==> src/rtl/hc161_counter_pkg.sv <==
// Shared constants for the HC161-style presettable up/down counter.
// Direction encoding matches the UD pin: 1 counts up, 0 counts down.
package hc161_counter_pkg;

   localparam int   HC_MAX_WIDTH = 16;

   localparam logic DIR_UP = 1'b1;
   localparam logic DIR_DN = 1'b0;

endpackage : hc161_counter_pkg

==> src/rtl/hc161_counter_tc_decode.sv <==
// Terminal-count decode: flags the top and bottom of the modulo-N range,
// and whether Q sits above the range, and forms TC (gated by CET, not CEP).
module hc_tc_decode
   import hc161_counter_pkg::*;
#(
   parameter int WIDTH   = 4,
   parameter int MODULUS = 16
) (
   input  logic [WIDTH-1:0] i_q,
   input  logic             i_ud,
   input  logic             i_cet,
   output logic             o_tc,
   output logic             o_at_max,
   output logic             o_at_zero,
   output logic             o_over_max
);

   localparam logic [WIDTH-1:0] LP_MAX = WIDTH'(MODULUS - 1);

   logic w_terminal;

   assign o_at_max  = (i_q == LP_MAX);
   assign o_at_zero = (i_q == '0);

   // A full binary modulus leaves no codes above the range.
   generate
      if (MODULUS == (2 ** WIDTH)) begin : g_full_range
         assign o_over_max = 1'b0;
      end else begin : g_partial_range
         assign o_over_max = (i_q > LP_MAX);
      end
   endgenerate

   assign w_terminal = (i_ud == DIR_UP) ? o_at_max : o_at_zero;
   assign o_tc       = i_cet & w_terminal;

endmodule : hc_tc_decode

==> src/rtl/hc161_counter.sv <==
// Presettable synchronous up/down modulo-N counter (74HC161/191 flavour).
// Load beats count beats hold; RCO pulses for one cycle on each real wrap.
module hc161_counter
   import hc161_counter_pkg::*;
#(
   parameter int WIDTH   = 4,
   parameter int MODULUS = 16
) (
   input  logic             Clk,
   input  logic             RD,
   input  logic [WIDTH-1:0] D,
   input  logic             PE_n,
   input  logic             CEP,
   input  logic             CET,
   input  logic             UD,
   output logic [WIDTH-1:0] Q,
   output logic             TC,
   output logic             RCO
);

   localparam logic [WIDTH-1:0] LP_MAX = WIDTH'(MODULUS - 1);

   logic [WIDTH-1:0] r_q;
   logic             r_rco;

   logic [WIDTH-1:0] w_q_next;
   logic             w_rco_next;
   logic             w_tc;
   logic             w_at_max;
   logic             w_at_zero;
   logic             w_over_max;

   hc_tc_decode #(
      .WIDTH   (WIDTH),
      .MODULUS (MODULUS)
   ) u_tc_decode (
      .i_q        (r_q),
      .i_ud       (UD),
      .i_cet      (CET),
      .o_tc       (w_tc),
      .o_at_max   (w_at_max),
      .o_at_zero  (w_at_zero),
      .o_over_max (w_over_max)
   );

   // Out-of-range values (from a verbatim load) fold back on the next step.
   always_comb begin
      w_q_next   = r_q;
      w_rco_next = 1'b0;
      if (!PE_n) begin
         w_q_next = D;
      end else if (CEP && CET) begin
         w_rco_next = w_tc;
         if (UD == DIR_UP) begin
            w_q_next = (w_at_max || w_over_max) ? '0 : r_q + 1'b1;
         end else begin
            w_q_next = (w_at_zero || w_over_max) ? LP_MAX : r_q - 1'b1;
         end
      end
   end

   always_ff @(posedge Clk or negedge RD) begin
      if (!RD) begin
         r_q   <= '0;
         r_rco <= 1'b0;
      end else begin
         r_q   <= w_q_next;
         r_rco <= w_rco_next;
      end
   end

   assign Q   = r_q;
   assign TC  = w_tc;
   assign RCO = r_rco;

endmodule : hc161_counter

==> config.mk <==
export PLATFORM = sky130hd
export DESIGN_NAME = hc161_counter
export DESIGN_NICKNAME = d
export VERILOG_FILES = /design/src/rtl/hc161_counter_pkg.sv /design/src/rtl/hc161_counter_tc_decode.sv /design/src/rtl/hc161_counter.sv
export SDC_FILE = /design/constraint.sdc
export NUM_CORES = 1
export LEC_CHECK = 0
export ABC_AREA = 1
export CORE_AREA = 2 2 39 41
export DETAILED_ROUTE_END_ITERATION = 7
export DIE_AREA = 0 0 41 43
export SLEW_MARGIN = 20
export SYNTH_ARGS = -nofsm -noshare
export SYNTH_HDL_FRONTEND = slang
export SYNTH_SLANG_ARGS = --single-unit
==> constraint.sdc <==
create_clock -name Clk -period 2.1 [get_ports Clk]
set_input_delay 0.42 -clock Clk [delete_from_list [all_inputs] [get_ports Clk]]
set_output_delay 0.42 -clock Clk [all_outputs]
set_load 0.01 [all_outputs]
==> results.yml <==
run_status:
  status: "completed"
logic_synthesis:
  ys_seq_area_share_pct: 31.0
  yosysWarnings: 0
  yosysTopAreaCellShare_pct: 31.0
  ys_seq_elements: 5
  synth_area_leaders: "dfrtp_1 31%, nand2_1 17%, inv_1 9.3%, nor2_1 8.4%, nand3_1 7.4%"
  syn-cell-area_um2: 404
  synth_cell_types: 17
  synth_cells: 62
  synth_area_per_cell_um2: 6.52
  synth_nets: 74
  yosysTopAreaCell: "dfrtp_1"
clocking:
  cts.sinks: 5
  ctsHtreeMaxLevel: 1
  clk_path_buf_depth: 2
  cts_tree: "yes"
  clk_pin_slew_ps: 50
  clock-root-buffer: "clkbuf_4"
  clock_latency_ps: 240
  cts_setup_buffers: 0
  cts_made_buffers: 3
pwr:
  peakVddDrop_uv: 417
  power_density_nw_per_um2: 621
  p_total_mw: 0.404
  leakage_nw: 0.336
placed_design:
  port_buffers: 15
  placed_area_um2: 631
  pre_cts_ws_ps: -239
  placedCellCount: 101
  finalWeightedCongestion: 0.789
  post-dp-hpwl_um: 832
sta:
  hold_viol_final: 0
  rsz0062_at_grt: "false"
  tns_ps: 0
  drv_slew: 0
  worst_pin_slew_ps: 225
  fmax_mhz: 526
  min_period_ps: 1900
  timing.final.ws_setup_ps: 199
  skew_ps: 5.65
  slew-limit-headroom_pct: 84.8
  setup_violations: 0
  finalCritPeriodShare_pct: 90.5
global_routing:
  grt_pass1_wl_um: 1600
  antenna_found_initial: 0
  grt_max_degree: 7
  grt_use_total_pct: 13.4
  grt_pass1_vias: 396
  globalRouteOverflowTotal: 0
floorplan:
  die_x_um: 41
  start_util_pct: 29.2
  std_cell_rows: 14
  pin_count: 16
  core_um2: 1380
  die-area_um2: 1760
  die_height_um: 43
routing:
  wl_met1_um: 445
  maxUsedRoutingLayer: "met3"
  wl_um: 970
  drc_errors: 0
  num_vias: 465
  drt_iter0_drc: 10
  routed_via_density: 4.43
  routedWlPerCell_um: 9.24
  firstDrtPassIters: 3
  route.met2.wl_um: 460
  ant_nets: 0
  met3_length_um: 63
cells_and_area:
  multi_input_area_um2: 230
  antenna_cells: 0
  fill_cells: 157
  post-route-cell-area_um2: 651
  area_growth_syn_to_layout_pct: 61.0
  layout-drive-gt1-share_pct: 15.7
  regArea_um2: 125
  instances_no_fill: 105
  finalNetCount: 102
setup_path:
  setup.worst_path.class: "flip-flop to output port"
  cp.required_ps: 1680
  rr_worst_depth: 9
  cp_data_arrival_time_ps: 1480
  worstSetupStartpointType: "flip-flop"
  cp-end-kind: "output port"
  crit_path_max_fanout: 3
run:
  max_cap_viol_count: 0
min_path:
  worstHoldPathType: "input pin to async pin"
[worst paths after layout]
path                                        from                to  slack (ps)
worst max-delay path            Q[0]$_DFFE_PN0P_                TC         200
worst min-delay path                          RD  Q[0]$_DFFE_PN0P_         400
worst max register to register  Q[0]$_DFFE_PN0P_  Q[0]$_DFFE_PN0P_         800
worst min register to register  Q[1]$_DFFE_PN0P_  Q[1]$_DFFE_PN0P_         640
max in group asynchronous                     RD  Q[1]$_DFFE_PN0P_        1510
min in group Clk                Q[1]$_DFFE_PN0P_  Q[1]$_DFFE_PN0P_         640
[final cells by class]
cell class	instances	area share, %
flip-flops and latches	5	19.2
multi-input cells	46	35.4
clock buffers	4	4.04
inverters	10	5.77
well taps	16	3.08
repair buffers	24	32.5
[cells by family after synthesis]
group           Yosys count  synth area share (%)
simple gates             35                  35.6
fa+ha+maj                 2                  6.19
xor+xnor                  2                  4.34
buf+inv                  11                  12.1
flops                     5                  31.0
compound gates            7                  10.8
[stage by stage]
| step | util [%] | hold WS [ps] |
|---|---|---|
| floorplan | - | 124 |
| global placement | 45.6 | 633 |
| detailed placement | 45.6 | 640 |
| CTS | 47.3 | 397 |
| global route | 47.0 | 400 |
| finish | 47.0 | 398 |
[Yosys cell counts]
| cell type | count |
|---|---|
| xnor2_1 | 1 |
| inv_1 | 10 |
| o21ai_0 | 2 |
| o211ai_1 | 1 |
| nand2_1 | 18 |
| o22ai_1 | 1 |
| ha_1 | 2 |
| nor2_1 | 9 |
| nand3_1 | 6 |
| dfrtp_1 | 5 |
| nand4_1 | 1 |
| nand2_2 | 1 |
| o21bai_1 | 1 |
| xor2_1 | 1 |
| buf_6 | 1 |
| o21a_1 | 1 |
| a21oi_1 | 1 |
[state kept, by name (all words and copies together) (netlist names)]
name,cells
Q,4
RCO,1
[cell usage in the layout (no fill, tap or decap), types with 2 or more instances in the layout]
cell,n
nand2_1,18
clkdlybuf4s50_1,13
inv_1,10
nor2_1,9
buf_4,9
nand3_1,6
dfrtp_1,5
clkbuf_4,3
o21ai_0,2
ha_1,2
[report_power, final]
part           switching [mW]  internal, mW  total [mW]  leakage (nW)
registers              0.0117         0.109       0.120        0.0618
clock network          0.0376        0.0717       0.109        0.0150
logic                  0.0804        0.0936       0.174         0.259
total                   0.130         0.274       0.404         0.336
[layer usage]
metal	vias to the layer above	track usage [%]
met4	0	2.00
met2	16	18.4
li1	251	-
met5	-	0
met1	198	18.4
met3	0	7.85
[worst max-delay path, stage by stage, from the launching register on]
cell,delay [ps]
dfrtp_1,400
inv_1,90
ha_1,160
inv_1,40
nor2_1,120
nand2_1,90
o21a_1,120
nor2_1,90
clkbuf_2,140
[what timing repair did]
item                                   CTS  global route
resized for setup                        2             2
setup endpoints to repair                1             1
endpoints found under the hold margin    0             0
hold buffers                             0             0
Power figures use the tool's default switching activity.
